==> src/rtl/acker_sample_scheduler.sv <==
// Per-sensor periodic sample timers feeding one ADC over a req/ack/done handshake.
// Define ACKER_ADC_TIMEOUT_EN to bound WAIT_DONE by TIMEOUT_CYCLES (error result on expiry).
module acker_sample_scheduler #(
    parameter int INTERVAL_W     = 36,
    parameter int DATA_W         = 12,
    parameter int TIMEOUT_CYCLES = 100000
) (
    input  logic                  clock,
    input  logic                  reset,
    input  logic [INTERVAL_W-1:0] sampling_interval,
    input  logic [1:0]            sampling_sensor,
    input  logic                  set_sampling_interval,
    output logic                  adc_req,
    output logic [1:0]            adc_channel,
    input  logic                  adc_ack,
    input  logic                  adc_done,
    input  logic [DATA_W-1:0]     adc_data,
    output logic                  sample_valid,
    output logic [1:0]            sample_sensor,
    output logic [DATA_W-1:0]     sample_data,
    output logic                  sample_error,
    output logic [3:0]            overrun
);

    typedef enum logic [1:0] {IDLE, REQUEST, WAIT_DONE, OUTPUT} state_e;

    state_e                state_q, state_d;
    logic [INTERVAL_W-1:0] interval_q [4];
    logic [INTERVAL_W-1:0] interval_d [4];
    logic [INTERVAL_W-1:0] countdown_q [4];
    logic [INTERVAL_W-1:0] countdown_d [4];
    logic [3:0]            pending_q, pending_d;
    logic [3:0]            overrun_q, overrun_d;
    logic [1:0]            ptr_q, ptr_d;
    logic [1:0]            chan_q, chan_d;
    logic                  adc_req_q, adc_req_d;
    logic                  sample_valid_q, sample_valid_d;
    logic [1:0]            sample_sensor_q, sample_sensor_d;
    logic [DATA_W-1:0]     sample_data_q, sample_data_d;
    logic                  ack_take;
    logic [1:0]            pick;
    logic                  pick_ok;

`ifdef ACKER_ADC_TIMEOUT_EN
    localparam int TO_W = (TIMEOUT_CYCLES > 1) ? $clog2(TIMEOUT_CYCLES) : 1;
    logic [TO_W-1:0] wait_cnt_q, wait_cnt_d;
    logic            sample_error_q, sample_error_d;
`else
    // Without the timeout the limit has no effect.
    logic unused_timeout_cfg;
    assign unused_timeout_cfg = ^TIMEOUT_CYCLES;
`endif

    always_comb begin
        pick    = ptr_q;
        pick_ok = 1'b0;
        // Walk backwards so the pending sensor closest to ptr wins.
        for (int i = 3; i >= 0; i--) begin
            if (pending_q[ptr_q + 2'(i)]) begin
                pick    = ptr_q + 2'(i);
                pick_ok = 1'b1;
            end
        end

        state_d         = state_q;
        chan_d          = chan_q;
        ptr_d           = ptr_q;
        adc_req_d       = adc_req_q;
        sample_valid_d  = 1'b0;
        sample_sensor_d = sample_sensor_q;
        sample_data_d   = sample_data_q;
        ack_take        = 1'b0;
`ifdef ACKER_ADC_TIMEOUT_EN
        wait_cnt_d      = wait_cnt_q;
        sample_error_d  = sample_error_q;
`endif

        case (state_q)
            IDLE: begin
                if (pick_ok) begin
                    chan_d    = pick;
                    adc_req_d = 1'b1;
                    state_d   = REQUEST;
                end
            end
            REQUEST: begin
                if (adc_ack) begin
                    adc_req_d = 1'b0;
                    ack_take  = 1'b1;
                    ptr_d     = chan_q + 2'd1;
                    state_d   = WAIT_DONE;
`ifdef ACKER_ADC_TIMEOUT_EN
                    wait_cnt_d = '0;
`endif
                end
            end
            WAIT_DONE: begin
                if (adc_done) begin
                    sample_data_d   = adc_data;
                    sample_sensor_d = chan_q;
                    sample_valid_d  = 1'b1;
                    state_d         = OUTPUT;
`ifdef ACKER_ADC_TIMEOUT_EN
                    sample_error_d  = 1'b0;
                end else if (wait_cnt_q == TO_W'(TIMEOUT_CYCLES - 1)) begin
                    sample_data_d   = '0;
                    sample_sensor_d = chan_q;
                    sample_error_d  = 1'b1;
                    sample_valid_d  = 1'b1;
                    state_d         = OUTPUT;
                end else begin
                    wait_cnt_d = wait_cnt_q + TO_W'(1);
`endif
                end
            end
            OUTPUT: state_d = IDLE;
            default: state_d = IDLE;
        endcase
    end

    always_comb begin
        pending_d = pending_q;
        overrun_d = overrun_q;
        if (ack_take) begin
            pending_d[chan_q] = 1'b0;
        end
        // A configuration write takes precedence over that sensor's expiry.
        for (int s = 0; s < 4; s++) begin
            interval_d[s]  = interval_q[s];
            countdown_d[s] = countdown_q[s];
            if (set_sampling_interval && (sampling_sensor == 2'(s))) begin
                interval_d[s]  = sampling_interval;
                countdown_d[s] = sampling_interval;
                overrun_d[s]   = 1'b0;
                if (sampling_interval == '0) begin
                    pending_d[s] = 1'b0;
                end
            end else if (interval_q[s] != '0) begin
                if (countdown_q[s] == INTERVAL_W'(1)) begin
                    countdown_d[s] = interval_q[s];
                    if (pending_d[s]) begin
                        overrun_d[s] = 1'b1;
                    end
                    pending_d[s] = 1'b1;
                end else begin
                    countdown_d[s] = countdown_q[s] - INTERVAL_W'(1);
                end
            end
        end
    end

    always_ff @(posedge clock) begin
        if (reset) begin
            state_q         <= IDLE;
            pending_q       <= '0;
            overrun_q       <= '0;
            ptr_q           <= '0;
            chan_q          <= '0;
            adc_req_q       <= 1'b0;
            sample_valid_q  <= 1'b0;
            sample_sensor_q <= '0;
            sample_data_q   <= '0;
            for (int s = 0; s < 4; s++) begin
                interval_q[s]  <= '0;
                countdown_q[s] <= '0;
            end
`ifdef ACKER_ADC_TIMEOUT_EN
            wait_cnt_q      <= '0;
            sample_error_q  <= 1'b0;
`endif
        end else begin
            state_q         <= state_d;
            pending_q       <= pending_d;
            overrun_q       <= overrun_d;
            ptr_q           <= ptr_d;
            chan_q          <= chan_d;
            adc_req_q       <= adc_req_d;
            sample_valid_q  <= sample_valid_d;
            sample_sensor_q <= sample_sensor_d;
            sample_data_q   <= sample_data_d;
            interval_q      <= interval_d;
            countdown_q     <= countdown_d;
`ifdef ACKER_ADC_TIMEOUT_EN
            wait_cnt_q      <= wait_cnt_d;
            sample_error_q  <= sample_error_d;
`endif
        end
    end

    assign adc_req       = adc_req_q;
    assign adc_channel   = chan_q;
    assign sample_valid  = sample_valid_q;
    assign sample_sensor = sample_sensor_q;
    assign sample_data   = sample_data_q;
    assign overrun       = overrun_q;
`ifdef ACKER_ADC_TIMEOUT_EN
    assign sample_error  = sample_error_q;
`else
    assign sample_error  = 1'b0;
`endif

endmodule

==> config.mk <==
export PLATFORM = sky130hd
export DESIGN_NAME = acker_sample_scheduler
export DESIGN_NICKNAME = d
export VERILOG_FILES = /design/src/rtl/acker_sample_scheduler.sv
export SDC_FILE = /design/constraint.sdc
export NUM_CORES = 1
export LEC_CHECK = 0
export CELL_PAD_IN_SITES_DETAIL_PLACEMENT = 1
export CELL_PAD_IN_SITES_GLOBAL_PLACEMENT = 1
export CORE_MARGIN = 5
export CORE_UTILIZATION = 35
export CTS_BUF_LIST = sky130_fd_sc_hd__clkbuf_16
export CTS_CLUSTER_DIAMETER = 60
export DETAILED_ROUTE_END_ITERATION = 8
export GPL_TIMING_DRIVEN = 0
export PLACE_DENSITY_LB_ADDON = 0.1
export SYNTH_ARGS = -nofsm -noshare
export SYNTH_HDL_FRONTEND = slang
export SYNTH_SLANG_ARGS = --single-unit
==> constraint.sdc <==
create_clock -name clock -period 2.9 [get_ports clock]
set_clock_uncertainty 0.05 [all_clocks]
set_input_delay 0.87 -clock clock [delete_from_list [all_inputs] [get_ports clock]]
set_output_delay 0.87 -clock clock [all_outputs]
set_load 0.005 [all_outputs]
Yosys cells after proc, flatten, opt, wreduce, memory -nomap -nowiden. Cells that the tools add are included.

$mul: 0. Multiplexer cells: 57. Equal/unequal tests: 13. Magnitude comparators: 6. Reductions and logical operators: 31. Divide/modulo/power cells: 0. Bitwise gates (word level): 3. Shift-type cells: 0. Add/sub/neg operators: 8.

Operators with widths (count): 2-to-1 mux 36 bit (12); == test 36 x 1 -> 1 bit (second input constant) (4); nonzero test 36 bit (4); subtractor 36 x 1 -> 36 bit (second input constant) (4); zero test 36 bit (1); 2-to-1 mux 1 bit (30); AND reduction 3 bit (6); less-than comparator 2 x 3 -> 1 bit (second input constant) (5); 2-to-1 mux 2 bit (7); nonzero test 2 bit (5); OR reduction 2 bit (5); binary-select mux 1 bit (select 2 bit) (4); == test 2 bit (second input constant) (4); case mux 2 bit (4 select lines) (1); != test 2 bit (second input constant) (3); AND reduction 2 bit (3); logical AND 1 bit (5); adder 2 x 1 -> 2 bit (second input constant) (2); adder 2 bit (second input constant) (2); bitwise AND 4 bit (1); == test 2 x 1 -> 1 bit (second input constant) (2); zero test 2 bit (2); 2-to-1 mux 4 bit (1); NOT 4 bit (1); 4 further kinds (4).

Memories: 0. Output and inout bits: 23. RAM bits: 0. Logic and storage cells: 138. Bits in latches: 0. Bits in registers: 318. Bits in read-only memories: 0.

Longest topological paths before layout.
Word-level depth: 10. Depth in mapped cells: 11. Depth with buffers taken out: 8.

Worst setup path after synthesis. OpenSTA, ideal clock, no wires.

Path kind: register to register. From: register countdown_q[50] in the netlist's numbering. To: register countdown_q[57] in the netlist's numbering. Arrival: 2.780 ns. Stages on the path, launching flop included: 11. Setup time: 0.132 ns. Setup slack: -0.063 ns. Cells stage by stage: dfxtp_1 > or4_1 > buf_2 > or4_4 > buf_6 > or4_4 > buf_6 > buf_6 > o22a_1 > o22ai_1 > a21oi_1.

Cells in the longest elaborated chain, start to end: 4.

RTL lines: start, declared (line 30) `logic [INTERVAL_W-1:0] countdown_q [4];`; start signal, assigned (line 182) `countdown_q <= countdown_d;`; subtractor 36 x 1 -> 36 bit or == test 36 x 1 -> 1 bit (tied branches) (line 146, 139); 2-to-1 mux 36 bit (*) (line 139) `if (countdown_q[s] == INTERVAL_W'(1)) begin`; 2-to-1 mux 36 bit (*) (line 138) `end else if (interval_q[s] != '0) begin`; 2-to-1 mux 36 bit (*) (line 131) `if (set_sampling_interval && (sampling_sensor == 2'(s))) begin`.

Every way passes the cells marked *; elsewhere a longest branch is shown, timed or not. The select of a mux whose other input is x is not followed. A chain may end at the register's enable or synchronous reset.

Final worst setup path.
From: register countdown_q[51] in the netlist's numbering. To: register countdown_q[47] in the netlist's numbering.

Cells in the longest elaborated chain, start to end: 4.

RTL lines (line): == test 36 x 1 -> 1 bit (139); 2-to-1 mux 36 bit (139); 2-to-1 mux 36 bit (138); 2-to-1 mux 36 bit (131).

Every way passes these cells. The select of a mux whose other input is x is not followed.

==> impl_metrics.yaml <==
logic_synthesis:
  synth_area_um2: 16900
  synthArstFlopShare: 0
  syn_area_per_cell_um2: 7.35
  yosys_warnings: 0
  syn-num-nets: 2369
  synth_top_family_by_area: "compound AO/OA/AOI/OAI gates"
  synth_edf_count: 0
  yosys.area_share.simple: 0.254
  synth_top_area_cell: "dfxtp_1"
  synth_cell_types: 76
  ys.flop_type: "dfxtp_1"
  ys_top_cells_by_area: "dfxtp_1 (38%), nand2_1 (9.4%), a21oi_1 (9.1%)"
  synth_compound_area_frac: 0.284
  synth_xor_area_frac: 0.0124
  syn_inst: 2298
  ys_ff_latch: 318
  synth_top_area_frac: 0.377
  ys_seq_area_frac: 0.377
  synth-adder-area-share: 0.0119
  synthMuxAreaShare: 0.00430
drt:
  dr.pass1.iters: 5
  wl_per_cell_um: 27.5
  drc: 0
  drtIter0Drc: 1595
  routed_wl_um: 84200
  vias: 19200
  vias_per_cell: 6.27
  ant_nets: 0
run_status:
  violations: "negative setup slack"
  status: "finished, violations left"
die:
  placementRows: 80
  dieArea_um2: 52800
  initial_core_util: 0.354
  die_x_um: 230
  die_h_um: 230
  pin_count: 78
  core_area_um2: 47700
cells_and_area:
  syn_to_final_growth_pct: 20.7
  fillers: 5887
  regArea_um2: 6370
  drive_gt1_frac: 0.0995
  utilization: 0.427
  final_cell_mix: "nand2_1 (419), dfxtp_1 (314), a21oi_1 (302), o21ai_0 (137), nor2_1 (136)"
  fin_nets: 2484
  final_common_cell: "nand2_1"
  multiInputGateArea_um2: 10100
  finalInstanceArea_um2: 20400
worst_setup_path:
  crit_arrival_ps: 3450
  r2r-end: "countdown_q[47]"
  worstSetupEndpoint: "countdown_q[47]"
  crit_fanout: 6
  rrSetupSlack_ps: -160
  reg2reg_depth: 9
  critPathLaunch: "countdown_q[51]"
  endpoint_kind: "flip-flop"
  path_cells: "or4_4, or4_4, or4_4, buf_12, buf_12, buf_12, o22a_1, o22ai_2, a21oi_1"
  crit_type: "reg -> reg"
  critPathRequiredTime_ps: 3280
  cpPeakStageDelay_ps: 580
  start_kind: "flip-flop"
  cpMaxStageDelayCell: "or4_4"
  r2r-start: "countdown_q[51]"
clocking:
  cts.path.max_buffers: 3
  cts_tree: "yes"
  clock_latency_ps: 580
  cts_root_buf: "clkbuf_16"
  cts.sinks: 318
  path_clk_slew_ps: 60
  h-tree-depth: 2
  cts_made_buffers: 42
sta:
  slew_violations: 0
  grt_setup_unrepaired: "yes"
  tightest_slew_ps: 1440
  fmax_mhz: 327
  timing.final.hold_violations: 0
  worst_slack_ps: -163
  setup_viol: 33
  relSlewSlack: 0.0387
  tns_ps: -2290
  fin_crit_ps: 3060
  finalCritPeriodShare: 1.06
grt:
  grt_overflow: 0
  grt_pass1_vias: 19400
  gr-usage-all-layers: 0.306
  grt_pass1_wl_um: 125000
  grt_start_max_net_pins: 12
  antenna_found_initial: 9
pwr:
  power_w: 0.0157
  peakVddDrop_uv: 390
  p_per_area_nw_per_um2: 770
  power_leakage_nw: 7.20
place:
  gp_congestion: 0.906
  placed_area_um2: 18200
  portBuffers: 53
  hpwlAfterDp_um: 57700
job:
  drv_cap: 0
hold_path:
  min_path_type: "reg -> reg"
==> per-layer routing <==
layer	global-route usage	vias to the layer above	share of wire
met5	0	-	0.00047
met4	0.134	6	0.046
met3	0.0720	194	0.082
met2	0.478	799	0.44
met1	0.405	9583	0.43
li1	-	8609	-
==> Yosys cell counts (all sizes together), types with 11 or more instances <==
master   count
nor4        82
a211oi      18
o22ai       52
clkbuf     159
nand2      422
dfxtp      318
buf         32
o21a        16
a31oi       21
o31ai       15
and2        14
xor2        18
a21boi      25
o2bb2ai     17
nor2       142
nand3       45
ha          16
a221oi      12
a2bb2oi     18
or3         26
or4         21
o21ai      151
o41ai       11
nand4       35
a21o        14
and3        18
a21oi      309
o211ai      28
inv         43
nor3        75
==> worst min path at each step <==
stage / endpoint / slack (ps) / startpoint / cells past startpoint
after floorplan: interval_q[100] / 390 / interval_q[100] / 2
after global placement: sample_data[1] / 390 / sample_data[1] / 2
after detailed placement: sample_data[5] / 400 / sample_data[5] / 2
final: sample_data[5] / 410 / sample_data[5] / 2
after CTS: sample_data[1] / 410 / sample_data[1] / 2
after global routing: sample_data[5] / 430 / sample_data[5] / 2
==> where the power goes <==
group          internal, W  leakage (nW)  total [W]  switching, W
registers          0.00484          2.60    0.00549      0.000646
clock network      0.00312         0.696    0.00528       0.00216
logic              0.00180          3.90    0.00494       0.00314
==> area by class of cell <==
cell class	count	share of cell area
Multi-Input combinational cell	1746	0.494
Sequential cell	318	0.313
Clock buffer	45	0.0552
Buffer	184	0.0421
Timing Repair Buffer	78	0.0393
Tap cell	615	0.0378
Clock inverter	29	0.0108
Inverter	43	0.00792
Antenna cell	5	0.000614
==> registers in the layout, summed over array words and instances (netlist names) <==
register       cells
countdown_q      144
interval_q       144
sample_data       12
overrun            4
pending_q          4
adc_channel        2
ptr_q              2
sample_sensor      2
state_q            2
adc_req            1
sample_valid       1
==> worst max-delay path: cells and delay by family, from the launching register on <==
family	cells	cell delay, ps
flops	1	340
buf+inv	3	420
compound gates	3	430
simple gates	3	1670
==> metrics by stage <==
stage / cells / hold WS [ps] / setup slack, ps
2_1_floorplan: 2298 / 394 / -30.5
3_3_place_gp: 2966 / 391 / -1320
3_5_place_dp: 2967 / 400 / -1280
4_1_cts: 3053 / 408 / -136
5_1_grt: 3058 / 431 / -205
6_report: 3063 / 405 / -163
==> cells by family (layout without fill, tap and decap cells) <==
group,after synthesis,after routing
AND/OR/NAND/NOR,921,921
AO/OA/AOI/OAI,777,777
flip-flops,318,318
buffers and inverters,234,379
XOR/XNOR,24,24
adder cells (fa/ha/maj),16,16
multiplexers,7,7
other,1,6
==> what timing repair did <==
item	CTS	global route
hold buffers	0	0
buffers inserted	13	9
cloned	4	0
endpoints found under the setup margin	229	161
pin swaps	24	21
gates resized for setup	111	91
Power figures use the tool's default switching activity.
